## config.mk

```make
export PLATFORM = sky130hd
export DESIGN_NAME = exe_div_stage
export DESIGN_NICKNAME = d
export VERILOG_FILES = /design/src/rtl/exe_div_stage.sv
export SDC_FILE = /design/constraint.sdc
export NUM_CORES = 1
export LEC_CHECK = 0
export BUFFER_PORTS_ARGS = -buffer_cell sky130_fd_sc_hd__clkbuf_2
export CAP_MARGIN = 20
export CORE_MARGIN = 4
export CORE_UTILIZATION = 25
export CTS_CLUSTER_DIAMETER = 50
export DETAILED_ROUTE_END_ITERATION = 12
export SLEW_MARGIN = 20
export SYNTH_ARGS = -nofsm -noshare
export SYNTH_HDL_FRONTEND = slang
export SYNTH_SLANG_ARGS = --single-unit
export TNS_END_PERCENT = 20
```

## constraint.sdc

```tcl
create_clock -name clk -period 12.28 [get_ports clk]
set_clock_uncertainty 0.2 [all_clocks]
set_input_delay 2.456 -clock clk [delete_from_list [all_inputs] [get_ports clk]]
set_output_delay 2.456 -clock clk [all_outputs]
set_load 0.01 [all_outputs]
```

## src/rtl/exe_div_stage.sv

```systemverilog
// Iterative restoring radix-2 divider for the EXE stage: div/mod, signed/unsigned,
// one quotient bit per cycle, valid/allowin handshake on both sides, dest tag carried.
module exe_div_stage #(
   parameter int WIDTH = 32,
   parameter int TAG_W = 5
) (
   input  logic             clk,
   input  logic             reset,
   input  logic             flush,
   input  logic             in_valid,
   output logic             in_allowin,
   input  logic [1:0]       in_op,
   input  logic [WIDTH-1:0] in_src1,
   input  logic [WIDTH-1:0] in_src2,
   input  logic [TAG_W-1:0] in_tag,
   output logic             out_valid,
   input  logic             out_allowin,
   output logic [WIDTH-1:0] out_result,
   output logic [TAG_W-1:0] out_tag,
   output logic             div_by_zero,
   output logic             busy
);

   localparam int CW = $clog2(WIDTH) + 1;

   typedef enum logic [1:0] {IDLE, CALC, DONE} state_t;

   state_t           state, state_nxt;
   logic [1:0]       op_q;
   logic [TAG_W-1:0] tag_q;
   logic [WIDTH-1:0] dvs_q, quo_q, rem_q, res_q;
   logic [CW-1:0]    count_q;
   logic             q_neg_q, r_neg_q, dbz_q;

   logic             accept, src_signed, s1_neg, s2_neg, src2_zero, last, ge;
   logic [WIDTH-1:0] abs1, abs2, quo_nxt, rem_nxt, q_fix, r_fix;
   logic [WIDTH:0]   trial;

   assign in_allowin = ~flush & ((state == IDLE) | ((state == DONE) & out_allowin));
   assign accept     = in_valid & in_allowin;
   assign src_signed = ~in_op[1];
   assign s1_neg     = src_signed & in_src1[WIDTH-1];
   assign s2_neg     = src_signed & in_src2[WIDTH-1];
   assign abs1       = s1_neg ? -in_src1 : in_src1;
   assign abs2       = s2_neg ? -in_src2 : in_src2;
   assign src2_zero  = (in_src2 == '0);
   assign last       = (count_q == CW'(WIDTH - 1));

   // Remainder stays below the divisor, so bit WIDTH of the trial is a clean borrow.
   assign trial   = {rem_q, quo_q[WIDTH-1]} - {1'b0, dvs_q};
   assign ge      = ~trial[WIDTH];
   assign rem_nxt = ge ? trial[WIDTH-1:0] : {rem_q[WIDTH-2:0], quo_q[WIDTH-1]};
   assign quo_nxt = {quo_q[WIDTH-2:0], ge};
   assign q_fix   = q_neg_q ? -quo_nxt : quo_nxt;
   assign r_fix   = r_neg_q ? -rem_nxt : rem_nxt;

   always_ff @(posedge clk) begin
      if (reset) state <= IDLE;
      else       state <= state_nxt;
   end

   always_comb begin
      state_nxt = state;
      case (state)
         IDLE: if (accept) state_nxt = src2_zero ? DONE : CALC;
         CALC: if (last) state_nxt = DONE;
         DONE: begin
            if (accept)           state_nxt = src2_zero ? DONE : CALC;
            else if (out_allowin) state_nxt = IDLE;
         end
         default: state_nxt = IDLE;
      endcase
      if (flush) state_nxt = IDLE;
   end

   always_ff @(posedge clk) begin
      if (reset) begin
         op_q    <= '0;
         tag_q   <= '0;
         dvs_q   <= '0;
         quo_q   <= '0;
         rem_q   <= '0;
         res_q   <= '0;
         count_q <= '0;
         q_neg_q <= 1'b0;
         r_neg_q <= 1'b0;
         dbz_q   <= 1'b0;
      end else if (accept) begin
         op_q    <= in_op;
         tag_q   <= in_tag;
         dvs_q   <= abs2;
         quo_q   <= abs1;
         rem_q   <= '0;
         count_q <= '0;
         q_neg_q <= s1_neg ^ s2_neg;
         r_neg_q <= s1_neg;
         dbz_q   <= src2_zero;
         // Zero divisor skips CALC, so the result is fixed right here.
         if (src2_zero) res_q <= in_op[0] ? in_src1 : '1;
      end else if (state == CALC && !flush) begin
         quo_q   <= quo_nxt;
         rem_q   <= rem_nxt;
         count_q <= count_q + CW'(1);
         if (last) res_q <= op_q[0] ? r_fix : q_fix;
      end
   end

   assign out_valid   = (state == DONE);
   assign out_result  = res_q;
   assign out_tag     = tag_q;
   assign div_by_zero = dbz_q;
   assign busy        = (state != IDLE);

endmodule

```

# After elaboration in Yosys (flattened, before gate mapping)
# Index checks and enable logic that the tools add are counted.
# word_totals
ff_bits	145
in_bits	76
out_inout_bits	41
word_cells	64
# classes
addsub	6
eq_ne	7
muxes	19
bitwise_logic	10
reduce_logical	11
# op_table
op	count
$mux W32	13
$neg A32 Y32	4
$sub A33 B32 Y33	1
$logic_not A32 Y1	1
$mux W2	5
$add A6 B1 Y6 const B	1
$eq A6 B5 Y1 const B	1
$pmux W2 S3	1
$reduce_and A3 Y1	2
$reduce_bool A2 Y1	3
$and A1 B1 Y1	5
$ne A2 B2 Y1 const B	2
$reduce_or A2 Y1	2
$ne A3 B1 Y1 const B	1
$not A1 Y1	3
$eq A2 B1 Y1 const B	1
$eq A2 B2 Y1 const B	1
$logic_not A2 Y1	1
$ne A2 B1 Y1 const B	1
$logic_and A1 B1 Y1	1
$logic_not A1 Y1	1
$or A1 B1 Y1	1
$xor A1 B1 Y1	1

# Longest topological paths before layout
# Gate-level depths: netlist of the first run.
# depth
ltp_word	8
mapped_depth	25
depth_no_buf	22

# Worst setup path after synthesis of the first run
# OpenSTA, ideal clock, no wires.
# synth_timing
kind	input to register
from	in in_src2[0]
to	reg res_q[29], in the netlist out_result[29]
setup_time_ns	0.087
arrival_ns	5.329
required_ns	11.993
slack_ns	6.664
path_stages	14
path_buffers	1
path_cell_list	inv_1 ha_1 inv_1 nor4_1 nand3_1 or3_1 or2_2 nor2b_1 clkbuf_1 nor2_1 o21ai_0 a41oi_1 nand2_1 o31ai_1
# synth_via
elab_chain_len	3
# synth_rtl
item	line_no	source
start, declared	14	input logic [WIDTH-1:0] in_src2,
$logic_not A32 Y1	46	assign src2_zero = (in_src2 == '0);
$ne A2 B1 Y1 (no line)	--	
$reduce_and A3 Y1 (no line)	--	
end signal, assigned	99	if (src2_zero) res_q <= in_op[0] ? in_src1 : '1;
end signal, assigned	104	if (last) res_q <= op_q[0] ? r_fix : q_fix;
end, declared	31	logic [WIDTH-1:0] dvs_q, quo_q, rem_q, res_q;
# No other way between the ends.
# A chain may end at the register's enable or synchronous reset.

# Worst setup path after layout of the first run
# layout_timing
from	in in_src2[2]
to	reg res_q[23], in the netlist out_result[23]
# The elaborated chain is that of the path after synthesis.

==> results by group, run 1 <==
Cells and area
  • Sequential Area: 2900 um2
  • Most frequent cells in the layout: nor2_1, nand2_1, a21oi_1
  • Area occupied by multi-input gates: 7660 um2
  • Diodes inserted: 0
  • Util after Layout: 29.1%
  • P&R area growth vs syn: 15.6%
  • Nets: 1699
  • Finished Layout Cells: 2189
  • Most common cell after layout, fill and taps aside: nor2_1
  • Filler cells: 4846
  • Layout cells sized above 1: 12.0%

Min path
  • WHS Endpoint: dvs_q[29]
  • Hold Startpoint: dvs_q[29]
  • Worst hold stages: 2
  • HP Class: flip-flop to flip-flop

Drt
  • DRC violations left: 0
  • Post-DRT Antenna Nets: 0
  • Pre-antenna DRT Iters: 5
  • Total Wirelength: 40.0 mm
  • Detailed-route via count: 11.7k
  • Avg WL per Cell: 18.3 um
  • Detailed Route Iter0 Violations: 904
  • DR vias/cell: 5.33

STA
  • Final Cycle Share: 54.1%
  • RSZ-0062 raised after global routing: no
  • Slew Limit Headroom: 31.0%
  • Final worst-path setup slack: 5.63 ns
  • Max Freq: 0.150 GHz
  • Tightest Pin Transition: 1.03 ns
  • Final hold vios: 0
  • Setup TNS: 0 ns
  • Final Critical Period: 6.65 ns
  • Setup-failing EPs final: 0
  • Final Max Slew Viols: 0

CTS
  • CTS sink count: 145
  • TritonCTS buffer count: 17
  • CTS Hold Bufs: 0
  • CTS max path bufs: 2
  • Post-CTS sizing: 0
  • CTS tree: built
  • Setup Fix Bufs, Post-CTS: 0
  • Root Buffer: clkbuf_16
  • Clock Latency Late Sink: 0.44 ns
  • Reg clk slew, reported paths: 0.06 ns
  • H-tree level count: 4

Global route
  • Initial antenna violation count: 0
  • Grt met3 use: 2.35%
  • First-pass GRT wire length: 61.9 mm
  • Largest net degree at the start of global routing: 90
  • GRT met2 Usage: 26.8%
  • Total global-route track usage: 16.2%
  • M1 GR Usage: 21.2%
  • Total congestion overflow: 0
  • Top Usage Layer GRT: met2
  • Vias in the first global route: 11.1k

Critical path
  • Critical path startpoint category: input pin
  • FF-to-FF Start: quo_q[31]
  • R2R depth: 23
  • Worst path required time: 12.43 ns
  • Worst-path fanout max: 27
  • Reg-to-reg endpoint: out_result[28]
  • R2R Setup Slk: 5.88 ns
  • Nature of the critical path endpoint: flip-flop
  • WP data arrival: 6.79 ns
  • Critical path class: input pin to flip-flop

Synth
  • Cell area after synthesis: 11100 um2
  • Post-synth net total: 1644
  • Sequential fraction of the synthesis area: 26.1%
  • Post-synth EDFFs: 0
  • Area leader, netlist: dfxtp_1
  • Synth Instances: 1530
  • Synth cell types: 74
  • Top FF cell, synth: dfxtp_1
  • Syn avg cell area: 7.27 um2
  • Number of synthesized register bits: 145
  • YS warnings: 0
  • Top cell type's share of synthesized area: 26.1%
  • Leading post-synthesis cells by cell area: dfxtp_1, a21oi_1, nor2_1, xnor2_1, nand2_1
  • Post-synth ARST share: 0%

Floorplanning
  • CORE AREA: 44100 um2
  • Die width: 219 um
  • I/O pin count: 117
  • Die Y: 219 um
  • Starting Density: 25.2%
  • Row cnt: 77
  • Die area: 47900 um2

Placement
  • Placer Congestion: 0.900
  • DP HPWL: 30.1 mm
  • Setup WS pre-CTS: 4.90 ns
  • IO buf count: 116
  • Dpl cells: 2157

Pwr
  • Power Total: 1510 uW
  • Pleak: 0.00473 uW
  • Cell Pwr Density: 117 nW/um2
  • VDD IR max: 0.0000900 V

Flow run
  • Max-cap violations: 0

Run status
  • Outcome: finished, final reports clean
[flip-flops by register name, indices dropped and copies added (netlist names)]
register,count
dvs_q,32
out_result,32
quo_q,32
rem_q,32
count_q,6
out_tag,5
state,2
div_by_zero,1
op_q,1
q_neg_q,1
r_neg_q,1
[metal layers]
layer / vias up / wire length, um / part of all wire (%)
met4: 0 / 1530 / 3.8
met5: - / 0 / 0
met2: 380 / 18600 / 47
met1: 5521 / 17800 / 44
met3: 86 / 2110 / 5.3
li1: 5670 / - / -
[power by group]
group | total [uW] | switching (uW) | internal (uW)
logic | 412 | 265 | 147
clock network | 589 | 219 | 371
registers | 506 | 19.2 | 487
[cells by family (layout without fill, tap and decap cells)]
group                      count (synthesis)  count (layout)  synth area share (%)
xor gates and xnor gates                 134             134                  10.5
DFF                                      145             145                  26.1
adders and majority gates                 38              38                  4.34
buffers and inverters                    151             218                  5.25
AOI/OAI and AO/OA                        498             498                  28.7
and+or+nand+nor                          536             536                  22.5
muxes                                     28              28                  2.56
[cells in the mapped netlist (5+ instances only)]
master    count
ha_1         37
o221ai_1     14
mux2i_1      24
and2_1        9
a311oi_1      6
nor2_1      194
dfxtp_1     145
a31o_2        5
nor3_1       37
and3_1       12
a22oi_1      26
nand4_1       9
nor2b_1       7
or4_1        12
nand3_1      12
nand2b_1     19
buf_2         5
buf_1         5
o41ai_1      14
o211ai_1     12
or2_2         9
inv_1        55
nand2_1     155
a221oi_1      8
a211oi_1     53
nor4_1       15
nand3b_1      6
clkbuf_1     84
xor2_1       57
or3_1        15
and4_1        6
a31oi_1      11
a21o_1       14
a21oi_1     154
o31ai_1      28
o21a_1        5
xnor2_1      77
o21ai_0     102
[layout make-up]
cell class	count	share of cell area, %
Clock buffer	22	3.61
Timing Repair Buffer	132	5.47
Clock inverter	9	1.39
Sequential cell	145	22.6
Multi-Input combinational cell	1234	59.6
Tap cell	592	5.76
Inverter	55	1.61
[how the worst max path moves through the flow]
stage	start	to	slack, ns	cells past startpoint
2_1_floorplan	in_src2[0]	out_result[29]	6.66	14
3_3_place_gp	in_src2[2]	out_result[29]	5.08	14
3_5_place_dp	in_src2[2]	out_result[29]	4.90	14
4_1_cts	in_src2[2]	out_result[23]	5.34	13
5_1_grt	in_src2[0]	out_result[29]	5.38	15
6_report	in_src2[2]	out_result[23]	5.63	13
[worst max-delay path, stage by stage]
cell	delay, ns
clkbuf_2	0.11
nor3_1	0.25
nand2b_1	0.16
nor4_1	0.80
nand3_1	0.43
or3_1	0.51
or2_2	0.33
nor2b_2	0.16
buf_4	0.24
nor2_2	0.61
o21ai_0	0.26
o32a_1	0.38
o31ai_1	0.07
[per-stage QoR]
| step | hold WS (ns) | instance area [um2] |
|---|---|---|
| 2_1_floorplan | 0.232 | 11100 |
| 3_3_place_gp | 0.243 | 12200 |
| 3_5_place_dp | 0.246 | 12200 |
| 4_1_cts | 0.255 | 12800 |
| 5_1_grt | 0.284 | 12900 |
| 6_report | 0.252 | 12900 |
Power figures use the tool's default switching activity.
==> inputs of run 2 (changes only) <==
==> constraint.sdc (replaced) <==
create_clock -name clk -period 6.36 [get_ports clk]
set_clock_uncertainty 0.2 [all_clocks]
set_input_delay 1.272 -clock clk [delete_from_list [all_inputs] [get_ports clk]]
set_output_delay 1.272 -clock clk [all_outputs]
set_load 0.01 [all_outputs]
==> results by group, run 2 (same netlist as run 1, synthesis figures left out) <==
Run status
  • Outcome: finished, final reports clean

STA
  • RSZ-0062 raised after global routing: no
  • Setup TNS: 0 ns (unchanged)
  • Tightest Pin Transition: 0.889 ns (-0.137 ns)
  • Final Critical Period: 5.24 ns
  • Final Cycle Share: 82.4%
  • Min Hold Slack: 0.252 ns (-0.000299 ns)
  • Setup-failing EPs final: 0 (unchanged)
  • Slew Limit Headroom: 40.2% (+9.2 points)
  • Final hold vios: 0 (unchanged)
  • Final Max Slew Viols: 0 (unchanged)
  • Max Freq: 0.191 GHz

CTS
  • Reg clk slew, reported paths: 0.07 ns (about the same)
  • TritonCTS buffer count: 17 (unchanged)
  • Root Buffer: clkbuf_16
  • H-tree level count: 4 (unchanged)
  • Setup Fix Bufs, Post-CTS: 0 (unchanged)
  • CTS max path bufs: 2 (unchanged)
  • Post-CTS sizing: 0 (unchanged)
  • CTS tree: built
  • Clock Latency Late Sink: 0.44 ns (about the same)
  • CTS Hold Bufs: 0 (unchanged)
  • CTS sink count: 145 (unchanged)

Drt
  • Post-DRT Antenna Nets: 0 (unchanged)
  • Detailed-route via count: 11.6k (-0.069%)
  • Avg WL per Cell: 18.2 um (-0.53%)
  • Detailed Route Iter0 Violations: 875 (-3.2%)
  • DR vias/cell: 5.31 (-0.25%)
  • DRC violations left: 0 (unchanged)
  • Pre-antenna DRT Iters: 5 (unchanged)
  • Total Wirelength: 39.9 mm (-0.34%)

Critical path
  • Critical Path Slowest Stage Cell: fa_1
  • Worst path required time: 6.49 ns (-5.94 ns)
  • Worst-path fanout max: 7 (-74%)
  • WP data arrival: 5.37 ns (-1.42 ns)
  • Critical path class: flip-flop to flip-flop
  • R2R depth: 22 (-4.3%)
  • Nature of the critical path endpoint: flip-flop
  • Worst path cell trace: inv_1 -> ha_1 -> fa_1 -> nand2b_1 -> a21oi_2 -> o2111a_1 -> a21bo_2 -> a211o_1 -> and3_1 -> nor2_4 -> inv_1 -> ha_1 -> nand2_1 -> or2_2 -> nand2b_1 -> or2_2 -> o31ai_1 -> xnor2_1 -> nor2_1 -> a31oi_1 -> and4b_1 -> a31o_2
  • Critical path startpoint category: flip-flop
  • CP max stage delay: 0.41 ns (-0.39 ns)

Cells and area
  • Nets: 1702 (+0.18%)
  • P&R area growth vs syn: 15.7% (about the same)
  • Most frequent cells in the layout: nor2_1, nand2_1, a21oi_1
  • Layout cells sized above 1: 12.2% (+0.16 points)
  • Diodes inserted: 0 (unchanged)
  • Finished Layout Cells: 2193 (+0.18%)
  • Most common cell after layout, fill and taps aside: nor2_1

Pwr
  • VDD IR max: 0.000166 V (+84%)
  • Cell Pwr Density: 225 nW/um2 (+92%)
  • Pleak: 0.00474 uW (+0.29%)

Min path
  • HP Class: flip-flop to flip-flop
  • Worst hold stages: 2 (unchanged)

Placement
  • Placer Congestion: 0.928 (+3.1%)
  • Dpl cells: 2161 (+0.19%)
  • DP HPWL: 30.4 mm (+1.1%)
  • IO buf count: 116 (unchanged)

Floorplanning
  • Die Y: 219 um (unchanged)
  • Row cnt: 77 (unchanged)
  • CORE AREA: 44100 um2 (unchanged)
  • Starting Density: 25.2% (unchanged)
  • I/O pin count: 117 (unchanged)
  • Die area: 47900 um2 (unchanged)
  • Die width: 219 um (unchanged)

Flow run
  • Max-cap violations: 0 (unchanged)

Global route
  • Largest net degree at the start of global routing: 56 (-38%)
  • Total global-route track usage: 16.3% (+0.073 points)
  • Total congestion overflow: 0 (unchanged)
  • First-pass GRT wire length: 62.2 mm (+0.36%)
  • Vias in the first global route: 11.0k (-1.2%)
  • Initial antenna violation count: 0 (unchanged)
==> run 2: final cells by class <==
class | instances | area, um2
well taps | 592 | 741
flip-flops and latches | 145 | 2900
multi-input cells | 1234 | 7650
repair buffers | 135 | 726
clock buffers | 21 | 460
clock inverters | 11 | 175
inverters | 55 | 206
fillers | 4856 | 31300
==> run 2: per-layer routing <==
| layer | part of all wire [%] | vias up | global-route usage (%) |
|---|---|---|---|
| met1 | 45 | 5517 | 22.1 |
| met5 | 0 | - | 0 |
| met2 | 46 | 401 | 26.5 |
| li1 | - | 5664 | - |
| met4 | 3.1 | 0 | 5.75 |
| met3 | 5.6 | 67 | 2.10 |
==> run 2: path summary, 6_finish.rpt <==
| kind | startpoint | end | slack [ns] |
|---|---|---|---|
| worst max-delay path | quo_q[31] | out_result[28] | 1.12 |
| worst min-delay path | dvs_q[30] | dvs_q[30] | 0.25 |
| worst max register to register | quo_q[31] | out_result[28] | 1.12 |
| worst min register to register | dvs_q[30] | dvs_q[30] | 0.25 |
==> run 2: worst max-delay path: cells and delay by family, from the launching register on <==
family	cells	cell delay, ns
adder cells (fa/ha/maj)	3	0.79
AO/OA/AOI/OAI	7	1.50
XOR/XNOR	1	0.10
flip-flops	1	0.40
buffers and inverters	2	0.16
AND/OR/NAND/NOR	9	1.97
==> run 2: where the power goes <==
| group | switching (uW) | internal [uW] | total, uW |
|---|---|---|---|
| sequential | 37.9 | 940 | 978 |
| combinational | 513 | 285 | 798 |
| clock | 433 | 682 | 1120 |
| total | 984 | 1910 | 2890 |
==> run 2: metrics by stage <==
stage / util (%) / power, uW / setup WS [ns] / area (um2)
finish: 29.2 / 2890 / 1.12 / 12900
global route: 29.2 / 3020 / 0.751 / 12900
CTS: 29.2 / 2890 / 1.15 / 12900
detailed placement: 27.7 / 1780 / 1.20 / 12200
global placement: 27.7 / 1770 / 1.26 / 12200
floorplan: - / 1540 / 1.08 / 11100
==> inputs of run 3 (changes only) <==
==> constraint.sdc (replaced) <==
create_clock -name clk -period 5.2 [get_ports clk]
set_clock_uncertainty 0.2 [all_clocks]
set_input_delay 1.04 -clock clk [delete_from_list [all_inputs] [get_ports clk]]
set_output_delay 1.04 -clock clk [all_outputs]
set_load 0.01 [all_outputs]
==> results by group, run 3 (same netlist as run 1, synthesis figures left out) <==
Pwr
  • Pleak: 0.00481 uW (+1.3%)
  • Cell Pwr Density: 260 nW/um2 (+16%)
  • VDD IR max: 0.000146 V (-12%)

Drt
  • DR vias/cell: 5.32 (+0.24%)
  • Pre-antenna DRT Iters: 5 (unchanged)
  • DRC violations left: 0 (unchanged)
  • Total Wirelength: 40.9 mm (+2.7%)
  • Detailed-route via count: 11.8k (+1.2%)
  • Avg WL per Cell: 18.5 um (+1.7%)
  • Detailed Route Iter0 Violations: 986 (+13%)
  • Post-DRT Antenna Nets: 0 (unchanged)

CTS
  • CTS sink count: 145 (unchanged)
  • CTS Hold Bufs: 0 (unchanged)
  • CTS max path bufs: 2 (unchanged)
  • TritonCTS buffer count: 17 (unchanged)
  • Clock Latency Late Sink: 0.44 ns (about the same)
  • Reg clk slew, reported paths: 0.07 ns (about the same)
  • Root Buffer: clkbuf_16
  • H-tree level count: 4 (unchanged)
  • CTS tree: built

Global route
  • First-pass GRT wire length: 64.3 mm (+3.4%)
  • Initial antenna violation count: 0 (unchanged)
  • Vias in the first global route: 11.2k (+1.7%)
  • Total global-route track usage: 16.8% (+0.57 points)
  • Total congestion overflow: 0 (unchanged)
  • Largest net degree at the start of global routing: 77 (+38%)

STA
  • Final Cycle Share: 94.4% (+12 points)
  • Final Max Slew Viols: 0 (unchanged)
  • RSZ-0062 raised after global routing: no
  • Setup-failing EPs final: 0 (unchanged)
  • Slew Limit Headroom: 40.3% (+0.090 points)
  • Setup TNS: 0 ns (unchanged)
  • Max Freq: 0.204 GHz (+6.7%)
  • Tightest Pin Transition: 0.893 ns (+0.00434 ns)
  • Final Critical Period: 4.91 ns (-0.329 ns)
  • Final hold vios: 0 (unchanged)

Critical path
  • Nature of the critical path endpoint: flip-flop
  • Critical path class: flip-flop to flip-flop
  • WP data arrival: 5.04 ns (-0.33 ns)
  • Worst-path fanout max: 6 (-1)
  • Worst path required time: 5.33 ns (-1.16 ns)
  • FF-to-FF Start: dvs_q[5]
  • Critical path origin: dvs_q[5]
  • R2R depth: 22 (unchanged)
  • Critical path startpoint category: flip-flop

Cells and area
  • Finished Layout Cells: 2213 (+0.91%)
  • Most common cell after layout, fill and taps aside: nor2_1
  • Nets: 1722 (+1.2%)
  • P&R area growth vs syn: 16.3%
  • Most frequent cells in the layout: nor2_1, nand2_1, a21oi_1
  • Diodes inserted: 0 (unchanged)
  • Layout cells sized above 1: 13.7% (+1.5 points)
  • Design Area, Final: 12900 um2 (+0.58%)

Floorplanning
  • CORE AREA: 44100 um2 (unchanged)
  • Die width: 219 um (unchanged)
  • Die Y: 219 um (unchanged)
  • Row cnt: 77 (unchanged)
  • Starting Density: 25.2% (unchanged)
  • Die area: 47900 um2 (unchanged)
  • I/O pin count: 117 (unchanged)

Placement
  • Placer Congestion: 0.917 (-1.2%)
  • DP HPWL: 31.3 mm (+2.9%)
  • Dpl cells: 2180 (+0.88%)
  • Area after DPL: 12400 um2 (+1.2%)
  • IO buf count: 116 (unchanged)

Min path
  • Worst hold stages: 2 (unchanged)
  • HP Class: flip-flop to flip-flop
  • Hold Startpoint: out_tag[2]

Run status
  • Outcome: finished, final reports clean

Flow run
  • Max-cap violations: 0 (unchanged)
-- run 3: changes by cell type in the layout (fill, tap and decap cells not counted), moves of 2 or more --
cell | previous run | this run
buf_4 | 20 | 40
bufinv_16 | 4 | 0
clkinv_2 | 1 | 5
clkbuf_1 | 2 | 0
clkinv_4 | 1 | 3
inv_6 | 3 | 5
-- run 3: layout make-up --
cell class	instances	area [um2]
clock inverter	14	103
inverter	55	206
tap	592	741
multi-input combinational	1234	7670
sequential	145	2900
timing repair buffer	155	876
fill	4914	31200
clock buffer	18	439
-- run 3: layer usage --
metal | part of all wire [%] | track usage, %
met3 | 5.6 | 2.37
met2 | 47 | 27.7
met1 | 45 | 22.9
met5 | 0 | 0
met4 | 2.3 | 5.18
-- run 3: per-stage QoR --
| stage | total power (uW) | setup WS [ns] | hold WS (ns) | utilization, % |
|---|---|---|---|---|
| detailed placement | 2210 | 0.264 | 0.250 | 28.0 |
| CTS | 3380 | 0.209 | 0.260 | 29.3 |
| global route | 3540 | 0.00822 | 0.275 | 29.3 |
| global placement | 2200 | 0.350 | 0.243 | 28.0 |
| floorplan | 1880 | 0.0762 | 0.232 | - |
| finish | 3370 | 0.290 | 0.258 | 29.3 |
-- run 3: power breakdown --
group	switching [uW]	internal (uW)	total [uW]	leakage [uW]
clock network	540	627	1170	0.000271
logic	640	371	1010	0.00335
registers	44.5	1150	1190	0.00118
-- run 3: worst paths after layout --
| check | slack, ns | to |
|---|---|---|
| worst min-delay path | 0.26 | out_tag[2] |
| worst max register to register | 0.29 | out_result[28] |
| worst max-delay path | 0.29 | out_result[28] |
| worst min register to register | 0.26 | out_tag[2] |
-- run 3: what timing repair did --
action | CTS | global route
buffers inserted | 0 | 1
setup endpoints to repair | 0 | 2
gates resized for setup | 0 | 3
-- run 3: worst max-delay path, cell delays in order (launching register included) --
cell	delay [ns]
dfxtp_1	0.31
inv_1	0.05
ha_1	0.35
a21oi_1	0.28
nand2_1	0.15
o2111a_1	0.29
a21bo_2	0.26
a211o_1	0.31
buf_4	0.16
a21oi_2	0.19
nor2_4	0.05
inv_1	0.08
ha_1	0.19
nand2_1	0.09
or2_2	0.34
nand2b_2	0.24
or2_2	0.35
o31ai_2	0.21
xnor2_1	0.09
nor2_1	0.09
a31oi_1	0.05
and4b_1	0.23
a31o_2	0.24
